### config.mk
export PLATFORM = sky130hd
export DESIGN_NAME = bus_arbiter
export DESIGN_NICKNAME = d
export VERILOG_FILES = /design/src/rtl/bus_pkg.sv /design/src/rtl/rr_arbiter2.sv /design/src/rtl/bus_arbiter.sv
export SDC_FILE = /design/constraint.sdc
export NUM_CORES = 1
export LEC_CHECK = 0
export CORE_ASPECT_RATIO = 1.1
export CORE_MARGIN = 2
export CORE_UTILIZATION = 50
export DETAILED_ROUTE_END_ITERATION = 12
export HOLD_SLACK_MARGIN = 0.1
export PLACE_DENSITY = 0.86
export SYNTH_ARGS = -nofsm -noshare
export SYNTH_HDL_FRONTEND = slang
export SYNTH_HIERARCHICAL = 1
export SYNTH_SLANG_ARGS = --single-unit
### constraint.sdc
create_clock -name clk -period 2.1 [get_ports clk]
set_input_delay 0.42 -clock clk [delete_from_list [all_inputs] [get_ports clk]]
set_output_delay 0.42 -clock clk [all_outputs]
set_load 0.03 [all_outputs]
### src/rtl/bus_pkg.sv
// Shared bus definitions for the serial system bus.
// Holds the arbiter state encoding and the width constants shared with
// slave_in_port (slave ID, address, data, burst length).
package bus_pkg;

  localparam int unsigned SLAVE_ID_W = 2;
  localparam int unsigned ADDR_W     = 12;
  localparam int unsigned DATA_W     = 8;
  localparam int unsigned BURST_W    = 13;

  // Arbiter connection phases
  typedef enum logic [1:0] {
    IDLE    = 2'd0,
    SID     = 2'd1,
    CONNECT = 2'd2,
    RELEASE = 2'd3
  } state_e;

endpackage

### src/rtl/rr_arbiter2.sv
// Two-way round-robin pick between master 1 and master 2.
// Ports:
//   clk, reset  : clock, async active-high reset
//   req1, req2  : master request levels
//   advance     : commit the current pick as last_winner
//   winner_c    : combinational pick, 0 = master 1, 1 = master 2
//   any_req_c   : combinational, at least one request present
module rr_arbiter2 (
  input  logic clk,
  input  logic reset,
  input  logic req1,
  input  logic req2,
  input  logic advance,
  output logic winner_c,
  output logic any_req_c
);

  logic last_winner_q;
  logic last_winner_d;

  // On a tie the master that did not win last time is picked
  always_comb begin
    any_req_c = req1 | req2;
    if (req1 && req2) begin
      winner_c = ~last_winner_q;
    end else begin
      winner_c = req2;
    end
    last_winner_d = last_winner_q;
    if (advance && any_req_c) begin
      last_winner_d = winner_c;
    end
  end

  // Reset value favours master 1 on the first tie
  always_ff @(posedge clk or posedge reset) begin
    if (reset) begin
      last_winner_q <= 1'b1;
    end else begin
      last_winner_q <= last_winner_d;
    end
  end

endmodule

### src/rtl/bus_arbiter.sv
// Serial system bus arbiter: grants one of two masters round-robin, captures
// the serial slave ID (LSB-first) from the granted master, drives the bus mux
// and one-hot slave select, and holds the connection until tx_done or timeout.
// Ports:
//   clk, reset         : clock, async active-high reset
//   m1_req, m2_req     : master request levels
//   m_sid, m_sid_valid : serial slave-ID bit and qualifier from granted master
//   tx_done            : one-cycle transaction-complete pulse
//   m1_grant, m2_grant : registered grants
//   msel               : bus mux select (0 = master 1, 1 = master 2)
//   slave_sel          : one-hot slave select, asserted in CONNECT only
//   bus_busy           : high whenever the arbiter is not idle
//   timeout            : one-cycle pulse on forced release
module bus_arbiter #(
  parameter int unsigned SLAVE_ID_W = bus_pkg::SLAVE_ID_W,
  parameter logic [11:0] TIMEOUT    = 12'd4095
) (
  input  logic                          clk,
  input  logic                          reset,
  input  logic                          m1_req,
  input  logic                          m2_req,
  input  logic                          m_sid,
  input  logic                          m_sid_valid,
  input  logic                          tx_done,
  output logic                          m1_grant,
  output logic                          m2_grant,
  output logic                          msel,
  output logic [(1<<SLAVE_ID_W)-1:0]    slave_sel,
  output logic                          bus_busy,
  output logic                          timeout
);

  localparam int unsigned SEL_W = 1 << SLAVE_ID_W;
  localparam int unsigned CNT_W = $clog2(SLAVE_ID_W + 1);
  localparam int unsigned TO_W  = 12;

  bus_pkg::state_e         state_q, state_d;
  logic [SLAVE_ID_W-1:0]   sid_q, sid_d;
  logic [CNT_W-1:0]        bit_cnt_q, bit_cnt_d;
  logic [TO_W-1:0]         to_cnt_q, to_cnt_d;
  logic                    m1_grant_q, m1_grant_d;
  logic                    m2_grant_q, m2_grant_d;
  logic                    msel_q, msel_d;
  logic [SEL_W-1:0]        slave_sel_q, slave_sel_d;
  logic                    bus_busy_q, bus_busy_d;
  logic                    timeout_q, timeout_d;

  logic                    arb_advance;
  logic                    winner_c;
  logic                    any_req_c;
  logic                    owner_req;

  rr_arbiter2 u_rr (
    .clk      (clk),
    .reset    (reset),
    .req1     (m1_req),
    .req2     (m2_req),
    .advance  (arb_advance),
    .winner_c (winner_c),
    .any_req_c(any_req_c)
  );

  // Next state, datapath and output values (outputs follow the next state)
  always_comb begin
    state_d     = state_q;
    sid_d       = sid_q;
    bit_cnt_d   = bit_cnt_q;
    to_cnt_d    = to_cnt_q;
    msel_d      = msel_q;
    timeout_d   = 1'b0;
    arb_advance = 1'b0;
    owner_req   = msel_q ? m2_req : m1_req;

    case (state_q)
      bus_pkg::IDLE: begin
        if (any_req_c) begin
          arb_advance = 1'b1;
          msel_d      = winner_c;
          sid_d       = '0;
          bit_cnt_d   = '0;
          state_d     = bus_pkg::SID;
        end
      end

      bus_pkg::SID: begin
        // A dropped request aborts the ID phase before any slave is selected
        if (!owner_req) begin
          sid_d     = '0;
          bit_cnt_d = '0;
          state_d   = bus_pkg::IDLE;
        end else if (m_sid_valid) begin
          for (int unsigned i = 0; i < SLAVE_ID_W; i++) begin
            if (bit_cnt_q == CNT_W'(i)) begin
              sid_d[i] = m_sid;
            end
          end
          bit_cnt_d = bit_cnt_q + CNT_W'(1);
          if (bit_cnt_q == CNT_W'(SLAVE_ID_W - 1)) begin
            to_cnt_d = '0;
            state_d  = bus_pkg::CONNECT;
          end
        end
      end

      bus_pkg::CONNECT: begin
        // tx_done takes priority over an expiring timeout
        if (tx_done) begin
          state_d = bus_pkg::RELEASE;
        end else if (to_cnt_q == (TIMEOUT - 12'd1)) begin
          timeout_d = 1'b1;
          state_d   = bus_pkg::RELEASE;
        end else begin
          to_cnt_d = to_cnt_q + TO_W'(1);
        end
      end

      bus_pkg::RELEASE: begin
        // Dead turnaround cycle: requests are not sampled here
        sid_d     = '0;
        bit_cnt_d = '0;
        to_cnt_d  = '0;
        state_d   = bus_pkg::IDLE;
      end

      default: begin
        state_d = bus_pkg::IDLE;
      end
    endcase

    m1_grant_d  = ((state_d == bus_pkg::SID) || (state_d == bus_pkg::CONNECT)) && !msel_d;
    m2_grant_d  = ((state_d == bus_pkg::SID) || (state_d == bus_pkg::CONNECT)) && msel_d;
    slave_sel_d = (state_d == bus_pkg::CONNECT) ? (SEL_W'(1) << sid_d) : '0;
    bus_busy_d  = (state_d != bus_pkg::IDLE);
  end

  // State and registered outputs
  always_ff @(posedge clk or posedge reset) begin
    if (reset) begin
      state_q     <= bus_pkg::IDLE;
      sid_q       <= '0;
      bit_cnt_q   <= '0;
      to_cnt_q    <= '0;
      m1_grant_q  <= 1'b0;
      m2_grant_q  <= 1'b0;
      msel_q      <= 1'b0;
      slave_sel_q <= '0;
      bus_busy_q  <= 1'b0;
      timeout_q   <= 1'b0;
    end else begin
      state_q     <= state_d;
      sid_q       <= sid_d;
      bit_cnt_q   <= bit_cnt_d;
      to_cnt_q    <= to_cnt_d;
      m1_grant_q  <= m1_grant_d;
      m2_grant_q  <= m2_grant_d;
      msel_q      <= msel_d;
      slave_sel_q <= slave_sel_d;
      bus_busy_q  <= bus_busy_d;
      timeout_q   <= timeout_d;
    end
  end

  assign m1_grant  = m1_grant_q;
  assign m2_grant  = m2_grant_q;
  assign msel      = msel_q;
  assign slave_sel = slave_sel_q;
  assign bus_busy  = bus_busy_q;
  assign timeout   = timeout_q;

endmodule

==> reports/results.tsv <==
metric	value	unit
status	finished, final reports clean	
syn_nets	166	
top-area cell type share of the netlist area	0.4538	
largest net degree at the start of global routing	28	
Mapped Area	0.001489	mm²
CP Class	reg2reg	
Post-synth ARST share	1.000	
leading area contributor after synthesis	dfrtp_1	
DIE AREA	0.003431	mm²
flop and latch count out of synthesis	28	
area of the multi-input gates	716.9	µm²
PwrDens	888.2	mW/mm²
clock latency on the worst-skew pair	310	ps
Area Growth Syn to Fin	21.93	%
Starting Density	0.5313	
final count of hold timing violations	0	
first-pass GRT wire length	5.513	mm
worst setup margin	125.1	ps
Final Routed Wirelength	3.164	mm
final hold slack	418.5	ps
Slew HR	0.7210	
Synth Area per Inst	9.732	µm²
CP Launch Type	flip-flop	
Max Clock Freq	506.3	MHz
Core Area	0.002803	mm²
Die X	56.03	µm
Leak	0.8135	nW
crit-path max FO	15	
# Max-Cap Violations	0	
top cells by count, synth	27 x dfrtp_1, 15 x inv_1, 13 x a31oi_1	
routed via count	1263	
Setup Skew	6.483	ps
EDFF count, synth	0	
synthesized instance count	153	
GPL Wtd Cong	0.8433	
Final Setup Violations	0	
DRT Pass-1 Iters	4	
Netlist cell types	44	
initial DRC count	81	
Fill cells	214	
CTS max path bufs	2	
Die H	61.24	µm
Top FF cell, synth	dfrtp_1	
CTS tree	done	
Via density	5.874	
H-tree levels	1	
dominant cells by area after synthesis	dfrtp_1 45%, a31oi_1 5.5%, ha_1 5.0%	
total global routing overflow	0	
max-slew violations	0	
CTS buffer count	3	
share of cells above drive strength 1	0.1374	
worst-margin pin slew	418.5	ps
fin crit share	0.9404	
vias in the first global route	1248	
HPWL after detailed placement	2.298	mm
initial antenna violation count	0	
HP Class	in2async	
Reg area	701.9	µm²
Worst Path Arrival	2180	ps
setup TNS	0	ps
post-layout min period	1975	ps
Antenna Violating Nets Remaining	0	
# Post-CTS Setup Buffers	0	
RSZ-0062 raised after global routing	false	
Peak VDD IR	0.0007067	V
Place WS	-58.67	ps
Worst-path clk slew	140	ps
DRC Markers	0	
DR WL/cell	14.72	µm
clk sinks	28	
Port-buffer cells	15	
most common cell in the netlist	dfrtp_1	
fin nets	196	
ANT cells	0	
gr usage total	0.2036	
Seq/Total Area, Yosys	0.4714	
synthesis warning total	6	
Top Ports	16	
CP Capture Type	flip-flop	
CP required	2310	ps
Rows	20	
hold buffer count at CTS	0	
Root Buffer	clkbuf_4	
[timing repair]
item,CTS,global route
pin swaps,0,1
resized for setup,1,1
endpoints found under the setup margin,3,3
[layer usage]
layer / track usage / wire length, µm / vias up
met5: 0 / 0 / -
li1: - / - / 628
met4: 0.06122 / 10 / 0
met1: 0.2493 / 1375 / 601
met3: 0.03782 / 144 / 2
met2: 0.3731 / 1634 / 32
[critical path, stage by stage (launching register included)]
cell	delay, ps
dfrtp_1	400
inv_1	90
ha_1	150
nand4b_1	200
or4_1	510
buf_4	200
nand2_1	190
o221ai_1	120
[through the flow]
step	cell area (µm²)	std cells	total power, mW	utilization
after floorplan	1489	153	1.094	-
after global placement	1764	211	1.334	0.6295
after detailed placement	1764	211	1.365	0.6295
after CTS	1807	215	1.627	0.6446
after global routing	1815	215	1.723	0.6478
final	1815	215	1.612	0.6478
[where the power goes]
part / switching (mW) / total (mW) / internal [mW]
clock network: 0.147 / 0.252 / 0.106
registers: 0.0381 / 0.662 / 0.624
logic: 0.387 / 0.698 / 0.311
[registers in the layout, indices dropped and copies added, names as in the netlist, 2 cells and up]
register   count
sid_q          2
slave_sel      4
bit_cnt_q      2
state_q        2
to_cnt_q      12
[cell families (layout without fill, tap and decap cells)]
group | after synthesis | count (layout) | share of synthesized area
muxes | 3 | 3 | 0.02017
adders and majority gates | 6 | 6 | 0.05042
DFF | 28 | 28 | 0.4714
and+or+nand+nor | 57 | 57 | 0.2193
buffers and inverters | 20 | 49 | 0.05714
AOI/OAI and AO/OA | 39 | 39 | 0.1815
[layout make-up]
class	count	share of cell area
multi-input combinational	105	0.3949
sequential	28	0.3866
tap	33	0.02274
timing repair buffer	30	0.1447
inverter	15	0.03101
clock buffer	4	0.01999
[final timing paths]
kind                              start                 end  slack [ps]  depth (start not counted)
min in group clk           to_cnt_q[11]        to_cnt_q[11]         500                          1
max in group asynchronous         reset            sid_q[0]        1360                          3
min                               reset  u_rr/last_winner_q         420                          2
max                         to_cnt_q[0]         to_cnt_q[7]         130                          7
max reg2reg                 to_cnt_q[0]         to_cnt_q[7]         130                          7
min reg2reg                to_cnt_q[11]        to_cnt_q[11]         500                          1
[cells in the final DEF, fill, tap and decap left out, types with 2 or more instances in the layout]
| cell type | synthesis | routed |
|---|---|---|
| and2_1 | 2 | 2 |
| and3_1 | 4 | 4 |
| clkbuf_4 | 0 | 3 |
| nand2b_1 | 2 | 2 |
| nand4b_1 | 2 | 2 |
| nand2_1 | 12 | 12 |
| inv_1 | 15 | 15 |
| o21ai_0 | 4 | 4 |
| o31ai_1 | 2 | 2 |
| ha_1 | 6 | 6 |
| nor2_1 | 4 | 4 |
| nor2b_1 | 3 | 3 |
| a41oi_1 | 2 | 2 |
| a21oi_1 | 5 | 5 |
| a31oi_1 | 13 | 13 |
| o32ai_1 | 2 | 2 |
| nor3_1 | 2 | 2 |
| buf_4 | 0 | 15 |
| dfrtp_1 | 27 | 27 |
| mux2i_1 | 3 | 3 |
| nand3_1 | 8 | 8 |
| nor4_1 | 3 | 2 |
| clkdlybuf4s50_1 | 0 | 15 |
| nand3b_1 | 4 | 4 |
| nor3b_1 | 3 | 3 |
| o41ai_1 | 3 | 3 |
Note: power is estimated with default switching activity, not from simulation.
